### src/rtl/jtsdram_seq_pkg.sv
// Shared types and constants for the SDRAM test sequencer: FSM states,
// fixed per-pass reference patterns and the LFSR seed/taps.
package jtsdram_pkg;

    typedef enum logic [2:0] {
        ST_IDLE   = 3'd0,
        ST_START  = 3'd1,
        ST_SETTLE = 3'd2,
        ST_WAIT   = 3'd3,
        ST_CHECK  = 3'd4,
        ST_END    = 3'd5
    } state_t;

    localparam logic [15:0] PAT_P0     = 16'h0000;
    localparam logic [15:0] PAT_P1     = 16'hFFFF;
    localparam logic [15:0] PAT_P2     = 16'h5555;
    localparam logic [15:0] PAT_P3     = 16'hAAAA;
    localparam logic [15:0] LFSR_SEED  = 16'hACE1;
    // x^16+x^14+x^13+x^11+1 in right-shifting Fibonacci form taps bits 0,2,3,5
    localparam logic [15:0] LFSR_TAPS  = 16'h002D;

    function automatic logic [15:0] fixed_pat(input logic [1:0] idx);
        case (idx)
            2'd0:    fixed_pat = PAT_P0;
            2'd1:    fixed_pat = PAT_P1;
            2'd2:    fixed_pat = PAT_P2;
            default: fixed_pat = PAT_P3;
        endcase
    endfunction

endpackage

### src/rtl/jtsdram_seq_if.sv
// Bus between the sequencer (master) and the array of bank checkers (slave).
interface jtsdram_seq_if #(
    parameter int BANKS = 4
);
    logic             bank_start;
    logic [15:0]      data_ref;
    logic [BANKS-1:0] bank_done;
    logic [BANKS-1:0] bank_bad;

    modport master (output bank_start, output data_ref, input bank_done, input bank_bad);
    modport slave  (input bank_start, input data_ref, output bank_done, output bank_bad);
endinterface

### src/rtl/jtsdram_seq_lfsr.sv
// 16-bit Fibonacci LFSR supplying pseudo-random reference words; o_nxt
// exposes the value after one shift so the caller can register it directly.
module jtsdram_lfsr16
    import jtsdram_pkg::*;
(
    input  logic        clk,
    input  logic        rst,
    input  logic        i_adv,
    input  logic        i_load,
    output logic [15:0] o_q,
    output logic [15:0] o_nxt
);
    logic [15:0] r_q;
    logic        w_fb;

    assign w_fb  = ^(r_q & LFSR_TAPS);
    assign o_nxt = {w_fb, r_q[15:1]};
    assign o_q   = r_q;

    always_ff @(posedge clk or posedge rst) begin
        if (rst)
            r_q <= LFSR_SEED;
        else if (i_load)
            r_q <= LFSR_SEED;
        else if (i_adv)
            r_q <= o_nxt;
    end
endmodule

### src/rtl/jtsdram_seq.sv
// SDRAM test sequencer: runs read-verify passes over the bank checkers,
// picking a pattern per pass and merging bad flags into sticky results.
module jtsdram_seq
    import jtsdram_pkg::*;
#(
    parameter int BANKS = 4,
    parameter int PASSW = 8,
    parameter int TOUTW = 24
) (
    input  logic              rst,
    input  logic              clk,
    input  logic              run,
    input  logic [PASSW-1:0]  npass,
    input  logic              stop_bad,
    jtsdram_seq_if.master     bus,
    output logic              busy,
    output logic              finished,
    output logic              timeout,
    output logic [BANKS-1:0]  bad_mask,
    output logic [PASSW-1:0]  pass_cnt
);
    state_t           r_state, w_next;
    logic             r_run_d;
    logic [TOUTW-1:0] r_wdog;
    logic [15:0]      r_data_ref;
    logic             w_rise, w_start, w_check, w_last, w_all_done, w_wdog_full;
    logic             w_start_pls, w_lfsr_adv;
    logic [PASSW-1:0] w_pass_nx;
    logic [15:0]      w_lfsr_q, w_lfsr_nxt, w_next_ref;

    assign w_rise      = run & ~r_run_d;
    assign w_start     = (r_state == ST_IDLE) && w_rise;
    assign w_check     = (r_state == ST_CHECK) && run;
    assign w_all_done  = &bus.bank_done;
    assign w_wdog_full = &r_wdog;
    assign w_pass_nx   = pass_cnt + PASSW'(1);
    assign w_last      = ((npass != '0) && (w_pass_nx == npass)) || (stop_bad && (|bus.bank_bad));
    assign w_lfsr_adv  = w_check && (pass_cnt > PASSW'(3));

    // Passes 4 and up take the LFSR word; once already in that range the
    // register shifts this cycle, so the following word is its next value.
    always_comb begin
        w_next_ref = fixed_pat(w_pass_nx[1:0]);
        if (w_pass_nx > PASSW'(3))
            w_next_ref = (pass_cnt > PASSW'(3)) ? w_lfsr_nxt : w_lfsr_q;
    end

    jtsdram_lfsr16 u_lfsr (
        .clk    (clk),
        .rst    (rst),
        .i_adv  (w_lfsr_adv),
        .i_load (w_start),
        .o_q    (w_lfsr_q),
        .o_nxt  (w_lfsr_nxt)
    );

    always_ff @(posedge clk or posedge rst) begin
        if (rst)
            r_state <= ST_IDLE;
        else
            r_state <= w_next;
    end

    always_comb begin
        w_next = r_state;
        case (r_state)
            ST_IDLE:   if (w_rise) w_next = ST_START;
            ST_START:  w_next = run ? ST_SETTLE : ST_IDLE;
            ST_SETTLE: w_next = run ? ST_WAIT : ST_IDLE;
            ST_WAIT: begin
                if (!run)             w_next = ST_IDLE;
                else if (w_all_done)  w_next = ST_CHECK;
                else if (w_wdog_full) w_next = ST_END;
            end
            ST_CHECK:  w_next = !run ? ST_IDLE : (w_last ? ST_END : ST_START);
            ST_END:    if (!run) w_next = ST_IDLE;
            default:   w_next = ST_IDLE;
        endcase
    end

    always_comb begin
        w_start_pls = 1'b0;
        busy        = 1'b0;
        case (r_state)
            ST_START: begin
                w_start_pls = run;
                busy        = 1'b1;
            end
            ST_SETTLE, ST_WAIT, ST_CHECK: busy = 1'b1;
            default: ;
        endcase
    end

    assign bus.bank_start = w_start_pls;
    assign bus.data_ref   = r_data_ref;

    always_ff @(posedge clk or posedge rst) begin
        if (rst) begin
            r_run_d    <= 1'b0;
            r_wdog     <= '0;
            r_data_ref <= PAT_P0;
            finished   <= 1'b0;
            timeout    <= 1'b0;
            bad_mask   <= '0;
            pass_cnt   <= '0;
        end else begin
            r_run_d <= run;
            if (w_start) begin
                r_data_ref <= PAT_P0;
                finished   <= 1'b0;
                timeout    <= 1'b0;
                bad_mask   <= '0;
                pass_cnt   <= '0;
            end
            if (r_state == ST_SETTLE)
                r_wdog <= '0;
            else if (r_state == ST_WAIT)
                r_wdog <= r_wdog + TOUTW'(1);
            // Completion on the same cycle as watchdog expiry counts as done.
            if ((r_state == ST_WAIT) && run && !w_all_done && w_wdog_full)
                timeout <= 1'b1;
            if (w_check) begin
                bad_mask   <= bad_mask | bus.bank_bad;
                pass_cnt   <= w_pass_nx;
                r_data_ref <= w_next_ref;
                if (w_last)
                    finished <= 1'b1;
            end
        end
    end
endmodule

### src/flat_wrapper.sv
// flat-port wrapper written by rule: the top's interface ports become plain ports
module jtsdram_seq_flat import jtsdram_pkg::*;
#(
    parameter int BANKS = 4,
    parameter int PASSW = 8,
    parameter int TOUTW = 24
)
  (rst, clk, run, npass, stop_bad, busy, finished, timeout, bad_mask, pass_cnt, bus_bank_start, bus_data_ref, bus_bank_done, bus_bank_bad);
  jtsdram_seq_if #(.BANKS(BANKS)) bus_i ();
  input  logic rst;
  input  logic clk;
  input  logic run;
  input  logic [PASSW-1:0] npass;
  input  logic stop_bad;
  output logic busy;
  output logic finished;
  output logic timeout;
  output logic [BANKS-1:0] bad_mask;
  output logic [PASSW-1:0] pass_cnt;
  output wire logic [$bits(bus_i.bank_start)-1:0] bus_bank_start;
  output wire logic [$bits(bus_i.data_ref)-1:0] bus_data_ref;
  input wire logic [$bits(bus_i.bank_done)-1:0] bus_bank_done;
  input wire logic [$bits(bus_i.bank_bad)-1:0] bus_bank_bad;
  assign bus_bank_start = bus_i.bank_start;
  assign bus_data_ref = bus_i.data_ref;
  assign bus_i.bank_done = bus_bank_done;
  assign bus_i.bank_bad = bus_bank_bad;
  jtsdram_seq #(.BANKS(BANKS), .PASSW(PASSW), .TOUTW(TOUTW)) u_core (.rst(rst), .clk(clk), .run(run), .npass(npass), .stop_bad(stop_bad), .bus(bus_i), .busy(busy), .finished(finished), .timeout(timeout), .bad_mask(bad_mask), .pass_cnt(pass_cnt));
endmodule
### config.mk
export PLATFORM = sky130hd
export DESIGN_NAME = jtsdram_seq_flat
export DESIGN_NICKNAME = d
export VERILOG_FILES = /design/src/rtl/jtsdram_seq_pkg.sv /design/src/rtl/jtsdram_seq_if.sv /design/src/rtl/jtsdram_seq_lfsr.sv /design/src/rtl/jtsdram_seq.sv /design/src/flat_wrapper.sv
export SDC_FILE = /design/constraint.sdc
export NUM_CORES = 1
export LEC_CHECK = 0
export CORE_ASPECT_RATIO = 1.5
export CORE_UTILIZATION = 56
export CTS_CLUSTER_DIAMETER = 150
export CTS_CLUSTER_SIZE = 30
export DETAILED_ROUTE_END_ITERATION = 6
export GPL_TIMING_DRIVEN = 1
export PLACE_DENSITY_LB_ADDON = 0.12
export SYNTH_ARGS = -nofsm -noshare
export SYNTH_HDL_FRONTEND = slang
export SYNTH_SLANG_ARGS = --single-unit
### constraint.sdc
create_clock -name clk -period 3.4 [get_ports clk]
set_clock_uncertainty 0.15 [all_clocks]
set_input_delay 0.85 -clock clk [delete_from_list [all_inputs] [get_ports clk]]
set_output_delay 0.85 -clock clk [all_outputs]
set_load 0.05 [all_outputs]
==> flow_metrics.env <==
export IMPL_outcome="completed"
export IMPL_crit_chain="nor2_1 -> xnor2_1 -> clkdlybuf4s50_1"
export IMPL_seq_area_frac_synth=0.450
export IMPL_async_flop_share=1.00
export IMPL_die_w_um=72.2
export IMPL_cts_sinks=74
export IMPL_synth_commonest_cells="66 x dfrtp_1, 66 x nand2_1, 59 x o21ai_0"
export IMPL_synth_top_flop_cell="dfrtp_1"
export IMPL_r2r_end="u_core.bus.data_ref[0]"
export IMPL_grt_pass1_wl_mm=15.5
export IMPL_vias=3523
export IMPL_avgViaCountPerCell=5.84
export IMPL_grt_max_degree=44
export IMPL_ant_nets=0
export IMPL_power_leakage_nw=2.05
export IMPL_yosys_area_share_simple=0.201
export IMPL_synthTopCellsByArea="dfrtp_1 40%, o21ai_0 7.1%, nand2_1 6.0%"
export IMPL_worst_slew_pin_slew_ps=548
export IMPL_dr_pass1_iters=4
export IMPL_cp_max_fo=8
export IMPL_fin_nets=522
export IMPL_yosysTopAreaCell="dfrtp_1"
export IMPL_min_period_ps=3030
export IMPL_fp_dieH_um=107
export IMPL_fin_crit_sh=0.891
export IMPL_cts_root_buf="clkbuf_8"
export IMPL_start_util=0.576
export IMPL_drc=0
export IMPL_diodes=0
export IMPL_htree_levels=3
export IMPL_globalplace_congestion=0.863
export IMPL_synth_compound_area_frac=0.190
export IMPL_finalSetupViolations=0
export IMPL_cpMaxStageDelayCell="clkdlybuf4s50_1"
export IMPL_finalHoldViolations=0
export IMPL_ctsResizeCount=0
export IMPL_wl_per_cell_um=15.3
export IMPL_num_io_pins=52
export IMPL_required_ps=2400
export IMPL_path_buf_inv=1
export IMPL_whs_path_depth=2
export IMPL_syn_area_per_cell_um2=9.07
export IMPL_synth_xor_area_share=0.0402
export IMPL_synth_edf_count=0
export IMPL_port_buffers=51
export IMPL_ys_warn_count=0
export IMPL_post_cts_buffers=0
export IMPL_max_freq_mhz=330
export IMPL_synth_top_area_frac=0.399
export IMPL_peakVddDrop_mv=0.354
export IMPL_synth_top_family_by_area="simple AND/OR/NAND/NOR gates"
export IMPL_synth_cell_area_mm2=0.00414
export IMPL_drive_gt1_frac=0.125
export IMPL_worstSkewPairLatency_ps=360
export IMPL_hold_class="flop to flop"
export IMPL_r2r_setup_slack_ps=760
export IMPL_arrival_ps=2030
export IMPL_slew_viol_final=0
export IMPL_die_area_mm2=0.00774
export IMPL_ys_ff_latch=74
export IMPL_grt_overflow=0
export IMPL_dp_hpwl_mm=6.33
export IMPL_cp_top_family="buffers and inverters"
export IMPL_critPathKind="flop to output port"
export IMPL_critical_path_endpoint_type="output port"
export IMPL_hold_slack_ps=334
export IMPL_numCtsBuffers=9
export IMPL_final_setup_tns_ps=0
export IMPL_holdCritStartpoint="u_core.bus.data_ref[3]"
export IMPL_cts_hold_buf=0
export IMPL_clkTransAtPathRegs_ps=80
export IMPL_cpPeakStageDelay_ps=830
export IMPL_ys_types=53
export IMPL_syn_num_nets=480
export IMPL_rows=38
export IMPL_cts_max_path_buffers=2
export IMPL_relSlewSlack=0.632
export IMPL_startpoint_type="flop"
export IMPL_cts_tree="built"
export IMPL_maxCapViolCount=0
export IMPL_first_global_vias=3396
export IMPL_rr_startpoint="u_core.pass_cnt[0]"
export IMPL_muxShareOfSynthArea=0.0602
export IMPL_min_to="u_core.bus.data_ref[3]"
export IMPL_dr_first_iter_drc_count=238
export IMPL_area_growth_pct=19.0
export IMPL_grt_use_total=0.256
export IMPL_totalWireLength_mm=9.24
export IMPL_reg2regPathDepth=6
export IMPL_p_per_area_mw_per_mm2=576
export IMPL_synth_fa_ha_area_frac=0.0121
export IMPL_rsz0062_at_grt="no"
export IMPL_synthCells=456
export IMPL_core_area_mm2=0.00718
export IMPL_antenna_found_initial=0
==> sequential cells by signal, summed over array words and instances (netlist names) <==
name / flops
u_core.r_state: 3
u_core.r_wdog: 24
u_core.pass_cnt: 8
u_core.bus.data_ref: 16
u_core.timeout: 1
u_core.u_lfsr.o_q: 16
u_core.bad_mask: 4
u_core.finished: 1
u_core.r_run_d: 1
==> cells by family after synthesis <==
family	after synthesis
buffers and inverters	41
xor gates and xnor gates	19
and+or+nand+nor	164
AOI/OAI and AO/OA	131
muxes	23
adders and majority gates	4
DFF	74
==> where the power goes <==
group          internal [mW]  switching, mW  total (mW)
clock                  0.375          0.331       0.706
sequential             0.993          0.100        1.09
combinational          0.348          0.691        1.04
==> worst min-delay path: cells and delay by family, from the launching register on <==
| family | cells | cell delay (ps) |
|---|---|---|
| DFF | 1 | 350 |
| AOI/OAI and AO/OA | 1 | 60 |
| and+or+nand+nor | 1 | 40 |
==> how the worst max path moves through the flow <==
stage | start | end | cells after the start
2_1_floorplan | run | bus_bank_start | 2
3_3_place_gp | run | bus_bank_start | 5
3_5_place_dp | run | bus_bank_start | 5
4_1_cts | u_core.r_state[1] | busy | 3
5_1_grt | u_core.r_state[1] | busy | 3
6_report | u_core.r_state[1] | busy | 3
==> through the flow <==
| stage | power [mW] | setup slack (ps) | util | std cells | cell area [um^2] |
|---|---|---|---|---|---|
| 2_1_floorplan | 1.78 | 378 | - | 456 | 4140 |
| 3_3_place_gp | 2.13 | 409 | 0.658 | 587 | 4720 |
| 3_5_place_dp | 2.15 | 414 | 0.658 | 587 | 4720 |
| 4_1_cts | 2.86 | 363 | 0.686 | 603 | 4920 |
| 5_1_grt | 2.98 | 252 | 0.686 | 603 | 4920 |
| 6_report | 2.84 | 372 | 0.686 | 603 | 4920 |
==> layer usage <==
| layer | part of all wire | global-route usage |
|---|---|---|
| met2 | 0.52 | 0.447 |
| met4 | 0.022 | 0.108 |
| met5 | 0 | 0 |
| met3 | 0.036 | 0.0684 |
| met1 | 0.42 | 0.291 |
==> cell type report <==
cell class / instances / area (um^2)
fillers: 582 / 2250
clock buffers: 11 / 151
repair buffers: 62 / 603
multi-input cells: 341 / 2090
well taps: 100 / 125
flip-flops and latches: 74 / 1860
clock inverters: 5 / 52.6
inverters: 10 / 37.5
==> cell usage in the layout, fill, tap and decap left out, drive strengths merged, types with 5 or more instances in the layout <==
| cell | n |
|---|---|
| nand3 | 19 |
| mux2 | 15 |
| nand4 | 10 |
| o31ai | 12 |
| clkdlybuf4s50 | 50 |
| dfstp | 8 |
| o21ai | 59 |
| dfrtp | 66 |
| clkbuf | 11 |
| a21o | 5 |
| and3 | 6 |
| nor2 | 27 |
| nor3 | 7 |
| inv | 10 |
| a21oi | 29 |
| buf | 12 |
| xor2 | 8 |
| mux2i | 8 |
| nand2 | 67 |
| xnor2 | 11 |
No activity file was read; power rests on OpenSTA's default activity.
